==> src/rtl/btn_router_pkg.sv <==
// Shared types, function indices and default maps for the button/mode front end.
// The default map mirrors the music player (mode 0) and wave display (mode 1).
package btn_router_pkg;

    typedef enum logic [1:0] {
        ST_IDLE   = 2'd0,
        ST_WAIT   = 2'd1,
        ST_REPEAT = 2'd2
    } btn_state_t;

    localparam int F_PLAY   = 0;
    localparam int F_NEXT   = 1;
    localparam int F_FF     = 2;
    localparam int F_REWIND = 3;
    localparam int F_WD0    = 4;
    localparam int F_WD1    = 5;
    localparam int F_WD2    = 6;
    localparam int F_NONE   = 15;

    // Nibble (m*4+b): mode 0 = play/next/ff/rewind, mode 1 = wave display.
    localparam logic [63:0] DEFAULT_MODE_MAP    = 64'hFFFF_FFFF_F654_3210;
    localparam logic [7:0]  DEFAULT_REPEAT_MASK = 8'b0000_1100;

    function automatic int max_int(input int a, input int b);
        return (a > b) ? a : b;
    endfunction

endpackage

==> src/rtl/btn_mode_router_debounce.sv <==
// One button: 2-FF synchroniser, saturating debounce counter, stable level
// and registered rise/fall strobes aligned with the stable change.
module btn_debounce #(
    parameter int DEBOUNCE_W = 20
) (
    input  logic clk,
    input  logic reset_n,
    input  logic btn,
    output logic stable,
    output logic rise,
    output logic fall
);

    // Toggle on the cycle the counter would hit all-ones.
    localparam logic [DEBOUNCE_W-1:0] CNT_END =
        DEBOUNCE_W'((2 ** DEBOUNCE_W) - 2);

    logic                  meta;
    logic                  sync;
    logic [DEBOUNCE_W-1:0] cnt;

    always_ff @(posedge clk or negedge reset_n) begin
        if (!reset_n) begin
            meta   <= 1'b0;
            sync   <= 1'b0;
            cnt    <= '0;
            stable <= 1'b0;
            rise   <= 1'b0;
            fall   <= 1'b0;
        end else begin
            meta <= btn;
            sync <= meta;
            rise <= 1'b0;
            fall <= 1'b0;
            if (sync == stable) begin
                cnt <= '0;
            end else if (cnt == CNT_END) begin
                cnt    <= '0;
                stable <= sync;
                rise   <= sync;
                fall   <= ~sync;
            end else begin
                cnt <= cnt + DEBOUNCE_W'(1);
            end
        end
    end

endmodule

==> src/rtl/btn_mode_router.sv <==
// Buttons + mode switches to one-cycle function pulses and held levels,
// with auto-repeat and a lockout after every mode change.
module btn_mode_router
    import btn_router_pkg::*;
#(
    parameter int NUM_BTN    = 4,
    parameter int MODE_W     = 2,
    parameter int NUM_FUNCS  = 8,
    parameter int FIDX_W     = 4,
    parameter logic [(2**MODE_W)*NUM_BTN*FIDX_W-1:0] MODE_MAP =
        DEFAULT_MODE_MAP,
    parameter logic [NUM_FUNCS-1:0] REPEAT_MASK = DEFAULT_REPEAT_MASK,
    parameter int DEBOUNCE_W    = 20,
    parameter int REPEAT_DELAY  = 50_000_000,
    parameter int REPEAT_PERIOD = 10_000_000
) (
    input  logic                 clk,
    input  logic                 reset_n,
    input  logic [NUM_BTN-1:0]   btn,
    input  logic [MODE_W-1:0]    sw,
    output logic [NUM_FUNCS-1:0] func_pulse,
    output logic [NUM_FUNCS-1:0] func_level,
    output logic [MODE_W-1:0]    mode,
    output logic                 locked
);

    localparam int TMR_MAX = max_int(REPEAT_DELAY, REPEAT_PERIOD);
    localparam int TMR_W   = (TMR_MAX > 1) ? $clog2(TMR_MAX) : 1;

    localparam logic [TMR_W-1:0] DELAY_END  = TMR_W'(REPEAT_DELAY - 1);
    localparam logic [TMR_W-1:0] PERIOD_END = TMR_W'(REPEAT_PERIOD - 1);

    logic [NUM_BTN-1:0] stable;
    logic [NUM_BTN-1:0] rise;
    logic [NUM_BTN-1:0] fall;
    logic [MODE_W-1:0]  sw_meta;
    logic [MODE_W-1:0]  sw_sync;
    logic               mode_chg;
    logic               hold;

    btn_state_t        state    [NUM_BTN];
    btn_state_t        state_nx [NUM_BTN];
    logic [TMR_W-1:0]  tmr      [NUM_BTN];
    logic [TMR_W-1:0]  tmr_nx   [NUM_BTN];
    logic [FIDX_W-1:0] fidx     [NUM_BTN];
    logic              rep      [NUM_BTN];
    logic              hit      [NUM_BTN];

    logic [NUM_FUNCS-1:0] pulse_nx;
    logic [NUM_FUNCS-1:0] level_nx;

    for (genvar b = 0; b < NUM_BTN; b++) begin : g_btn
        btn_debounce #(
            .DEBOUNCE_W(DEBOUNCE_W)
        ) u_deb (
            .clk    (clk),
            .reset_n(reset_n),
            .btn    (btn[b]),
            .stable (stable[b]),
            .rise   (rise[b]),
            .fall   (fall[b])
        );
    end

    assign mode_chg = (sw_sync != mode);
    assign hold     = mode_chg | locked;

    always_comb begin
        for (int b = 0; b < NUM_BTN; b++) begin
            fidx[b] = MODE_MAP[(int'(mode) * NUM_BTN + b) * FIDX_W +: FIDX_W];
            rep[b]  = 1'b0;
            for (int f = 0; f < NUM_FUNCS; f++) begin
                if (fidx[b] == FIDX_W'(f)) rep[b] = REPEAT_MASK[f];
            end
        end
    end

    always_comb begin
        pulse_nx = '0;
        level_nx = '0;
        for (int b = 0; b < NUM_BTN; b++) begin
            state_nx[b] = state[b];
            tmr_nx[b]   = '0;
            hit[b]      = 1'b0;
            unique case (state[b])
                ST_IDLE: begin
                    if (rise[b]) begin
                        hit[b] = 1'b1;
                        if (rep[b]) state_nx[b] = ST_WAIT;
                    end
                end
                ST_WAIT: begin
                    if (fall[b]) begin
                        state_nx[b] = ST_IDLE;
                    end else if (tmr[b] == DELAY_END) begin
                        hit[b]      = 1'b1;
                        state_nx[b] = ST_REPEAT;
                    end else begin
                        tmr_nx[b] = tmr[b] + TMR_W'(1);
                    end
                end
                ST_REPEAT: begin
                    if (fall[b]) begin
                        state_nx[b] = ST_IDLE;
                    end else if (tmr[b] == PERIOD_END) begin
                        hit[b] = 1'b1;
                    end else begin
                        tmr_nx[b] = tmr[b] + TMR_W'(1);
                    end
                end
                default: state_nx[b] = ST_IDLE;
            endcase
            // A mode change outranks any press edge in the same cycle.
            if (hold) begin
                state_nx[b] = ST_IDLE;
                tmr_nx[b]   = '0;
                hit[b]      = 1'b0;
            end
            for (int f = 0; f < NUM_FUNCS; f++) begin
                if (!hold && fidx[b] == FIDX_W'(f)) begin
                    pulse_nx[f] = pulse_nx[f] | hit[b];
                    level_nx[f] = level_nx[f] | stable[b];
                end
            end
        end
    end

    always_ff @(posedge clk or negedge reset_n) begin
        if (!reset_n) begin
            for (int b = 0; b < NUM_BTN; b++) begin
                state[b] <= ST_IDLE;
                tmr[b]   <= '0;
            end
        end else begin
            for (int b = 0; b < NUM_BTN; b++) begin
                state[b] <= state_nx[b];
                tmr[b]   <= tmr_nx[b];
            end
        end
    end

    always_ff @(posedge clk or negedge reset_n) begin
        if (!reset_n) begin
            sw_meta    <= '0;
            sw_sync    <= '0;
            mode       <= '0;
            locked     <= 1'b0;
            func_pulse <= '0;
            func_level <= '0;
        end else begin
            sw_meta    <= sw;
            sw_sync    <= sw_meta;
            func_pulse <= pulse_nx;
            func_level <= level_nx;
            if (mode_chg) begin
                mode   <= sw_sync;
                locked <= 1'b1;
            end else if (locked && stable == '0) begin
                locked <= 1'b0;
            end
        end
    end

endmodule

==> config.mk <==
export PLATFORM = sky130hd
export DESIGN_NAME = btn_mode_router
export DESIGN_NICKNAME = d
export VERILOG_FILES = /design/src/rtl/btn_router_pkg.sv /design/src/rtl/btn_mode_router_debounce.sv /design/src/rtl/btn_mode_router.sv
export SDC_FILE = /design/constraint.sdc
export NUM_CORES = 1
export LEC_CHECK = 0
export BUFFER_PORTS_ARGS = -buffer_cell sky130_fd_sc_hd__buf_4
export CAP_MARGIN = 5
export CORE_MARGIN = 1.5
export CORE_UTILIZATION = 45
export CTS_BUF_LIST = sky130_fd_sc_hd__clkbuf_2 sky130_fd_sc_hd__clkbuf_4 sky130_fd_sc_hd__clkbuf_8
export DETAILED_ROUTE_END_ITERATION = 8
export GPL_ROUTABILITY_DRIVEN = 0
export PLACE_DENSITY = 0.67
export SLEW_MARGIN = 0
export SYNTH_ARGS = -nofsm -noshare
export SYNTH_HDL_FRONTEND = slang
export SYNTH_SLANG_ARGS = --single-unit
==> constraint.sdc <==
create_clock -name clk -period 2.8 [get_ports clk]
set_input_delay 0.28 -clock clk [delete_from_list [all_inputs] [get_ports clk]]
set_output_delay 0.28 -clock clk [all_outputs]
set_load 0.05 [all_outputs]
==> results.yml <==
setup_path:
  crit_family: "simple AND/OR/NAND/NOR gates"
  path_class: "flip-flop to flip-flop"
  worstPathMaxFanout: 26
  crit_arrival_ns: 2.86
  crit_path_start_kind: "flip-flop"
  r2r-end: "tmr[22]$_DFF_PN0_"
  slowest_stage: "or4_4"
  end_kind: "flip-flop"
  r2r_cells: 6
  critical_path_buf_inv_count: 1
  worstPathCellList: "or4_1 -> or4_4 -> o41ai_4 -> a21o_1 -> buf_12 -> nor2_1"
  reg2reg_slack_ns: 0.35
  worst_ep_required_time_ns: 3.22
  critPathMaxStageDelay_ns: 0.53
  rr_startpoint: "tmr[18]$_DFF_PN0_"
route:
  ant_nets: 0
  drt_iter0_markers: 474
  routed_wirelength_um: 20800
  wire_per_inst_um: 13.5
  drc: 0
  vias: 7897
  drt_pass1_iterations: 5
  via_per_inst: 5.12
sta:
  finalMaxSlewViolations: 0
  finClkSkew_ns: 0.0335
  setup_violations: 0
  fmax_ghz: 0.409
  grt_setup_unrepaired: "false"
  finalSetupTns_ns: 0
  min_period_ns: 2.45
  setup_ws_ns: 0.354
  min_period_over_period_pct: 87.4
  final_hold_viol_count: 0
  tightestPinTransition_ns: 0.669
  maxSlewHeadroom_pct: 55.0
pwr:
  p_leak_nw: 5.44
  cellPowerDensity_nw_per_um2: 545
  ir_drop_mv: 0.327
flow_run:
  max_cap_violations: 0
clock_network:
  cts_made_buffers: 41
  clk_latency_ns: 0.56
  cts_setup_buffers: 0
  cts_tree: "built"
  clk_pin_slew_ns: 0.06
  h-tree-depth: 2
  root_buffer: "clkbuf_8"
  clkSinkCount: 235
  clk_path_buf_depth: 3
layout:
  instances_no_fill: 1541
  antennaDiodeCount: 0
  areaGrowthSynthToFinish_pct: 14.7
  n_fill_cell: 2191
  layout.nets: 1223
  final_area_um2: 12900
  multi_input_area_um2: 5110
  layout-drive-gt1-share_pct: 11.0
  regArea_um2: 5880
synthesis:
  ys_top_cells_by_area: "dfrtp_1, xor2_1, nor2_1"
  syn-mean-instance-area_um2: 10.0
  synth-seq-area-share_pct: 52.4
  ys_ff_latch: 235
  yosysTopAreaCell: "dfrtp_1"
  synth_top_area_share_pct: 52.4
  synth-edff-count: 0
  netlist_area_um2: 11200
  ys.flop_type: "dfrtp_1"
  synth_cells: 1119
  synth_warnings: 0
  ys_types: 53
  async_reset_ff_share_pct: 100
grt:
  grt_max_degree: 74
  track_usage_pct: 17.0
  grt_pass1_vias: 7840
  antenna_found_initial: 0
  grt_overflow: 0
  grt_pass1_wl_um: 37100
floorplan:
  dieHeight_um: 161
  floorplan.die_area_um2: 25900
  die_w_um: 161
  rows: 57
  core-area_um2: 24400
  start_util_pct: 46.0
  io_pins: 27
place:
  place_area_um2: 11900
  pre_cts_ws_ns: 0.367
  dp_hpwl_um: 13800
  dp.cells: 1461
  placement.io_buffers: 26
status:
  status: "completed"
hold_path:
  min_path_type: "input port to async pin"
[state kept, by name, indices dropped and copies added (netlist names), 4 cells and up]
register,count
tmr,104
func_level,8
g_btn.u_deb.cnt,80
g_btn.u_deb.stable,4
g_btn.u_deb.rise,4
g_btn.u_deb.meta,4
state,8
g_btn.u_deb.sync,4
g_btn.u_deb.fall,4
func_pulse,8
[cell usage in the layout, fill, tap and decap left out, types with 5 or more instances in the layout]
cell type,n
or3_1,5
inv_1,26
clkbuf_8,61
and4_1,14
xor2_1,108
or4bb_1,5
nand2_1,69
nor3b_1,9
nor3_1,29
or4_1,5
and3_1,36
xnor2_1,66
nor2_1,232
clkinv_2,5
nand4_1,46
dlygate4sd3_1,7
nor4_1,20
a21oi_1,9
nand3_1,85
buf_4,41
nor2b_1,8
dfrtp_1,235
ha_1,28
[synthesized netlist by cell type, drive strengths merged (2+ instances only)]
| cell type | number |
|---|---|
| a21oi | 9 |
| a211oi | 2 |
| and4 | 14 |
| a21boi | 2 |
| inv | 26 |
| nor4b | 4 |
| nor2 | 232 |
| or2 | 4 |
| dfrtp | 235 |
| o21ai | 2 |
| and4b | 2 |
| a21o | 3 |
| nor4bb | 2 |
| mux2 | 4 |
| xor2 | 108 |
| or4bb | 5 |
| buf | 7 |
| ha | 28 |
| clkbuf | 21 |
| and2 | 4 |
| o41ai | 2 |
| or3b | 2 |
| or4 | 6 |
| nand4 | 46 |
| nor3b | 9 |
| or4b | 2 |
| xnor2 | 66 |
| nand3 | 85 |
| nand2 | 69 |
| nor3 | 29 |
| nor2b | 8 |
| or3 | 5 |
| o211ai | 2 |
| a221oi | 3 |
| and3 | 36 |
| nand2b | 4 |
| nor4 | 20 |
[worst max path at each step]
stage / from / endpoint / slack, ns / cells after the start
after floorplan: tmr[18]$_DFF_PN0_ / tmr[10]$_DFF_PN0_ / 0.45 / 7
after global placement: tmr[18]$_DFF_PN0_ / tmr[3]$_DFF_PN0_ / 0.42 / 6
after detailed placement: tmr[42]$_DFF_PN0_ / tmr[38]$_DFF_PN0_ / 0.37 / 6
after CTS: tmr[18]$_DFF_PN0_ / tmr[22]$_DFF_PN0_ / 0.35 / 6
after global routing: tmr[42]$_DFF_PN0_ / tmr[35]$_DFF_PN0_ / 0.12 / 6
final: tmr[18]$_DFF_PN0_ / tmr[22]$_DFF_PN0_ / 0.35 / 6
[where the power goes]
group	internal (mW)	switching (mW)	leakage (nW)
combinational	0.0491	0.130	1.72
sequential	3.43	0.0287	3.23
clock	1.98	1.40	0.491
total	5.46	1.56	5.44
[per-stage QoR]
| stage | utilization (%) | hold WS [ns] | power, mW |
|---|---|---|---|
| 3_3_place_gp | 48.7 | 0.289 | 3.69 |
| 3_5_place_dp | 48.7 | 0.297 | 3.70 |
| 2_1_floorplan | - | -0.0156 | 3.58 |
| 6_report | 52.8 | 0.267 | 7.02 |
| 5_1_grt | 52.8 | 0.335 | 7.34 |
| 4_1_cts | 52.8 | 0.287 | 7.15 |
[cells by family (layout without fill, tap and decap cells)]
| group | count (synthesis) | in the layout | synth area share (%) |
|---|---|---|---|
| AOI/OAI and AO/OA | 33 | 33 | 2.36 |
| DFF | 235 | 235 | 52.4 |
| xor gates and xnor gates | 174 | 174 | 13.6 |
| other | 1 | 2 | 0.0334 |
| muxes | 4 | 4 | 0.401 |
| adders and majority gates | 28 | 28 | 3.12 |
| and+or+nand+nor | 590 | 590 | 26.0 |
| buffers and inverters | 54 | 151 | 2.12 |
[area by class of cell]
| class | instances | area share [%] |
|---|---|---|
| sequential | 235 | 45.7 |
| clock inverter | 8 | 0.418 |
| tap | 324 | 3.15 |
| timing repair buffer | 52 | 3.52 |
| inverter | 26 | 0.758 |
| multi-input combinational | 831 | 39.7 |
| clock buffer | 65 | 6.76 |
[routing by layer]
| metal | vias up | part of all wire [%] | global-route usage [%] |
|---|---|---|---|
| li1 | 3952 | - | - |
| met1 | 3796 | 50 | 24.0 |
| met2 | 113 | 44 | 26.1 |
| met3 | 36 | 3.7 | 3.31 |
| met4 | 0 | 2.2 | 6.40 |
| met5 | - | 0 | 0 |
[timing repair]
| item | CTS | global route |
|---|---|---|
| setup endpoints to repair | 0 | 0 |
| gates resized for setup | 0 | 0 |
| endpoints found under the hold margin | 75 | 0 |
| hold buffers | 7 | 0 |
No activity file was read; power rests on OpenSTA's default activity.
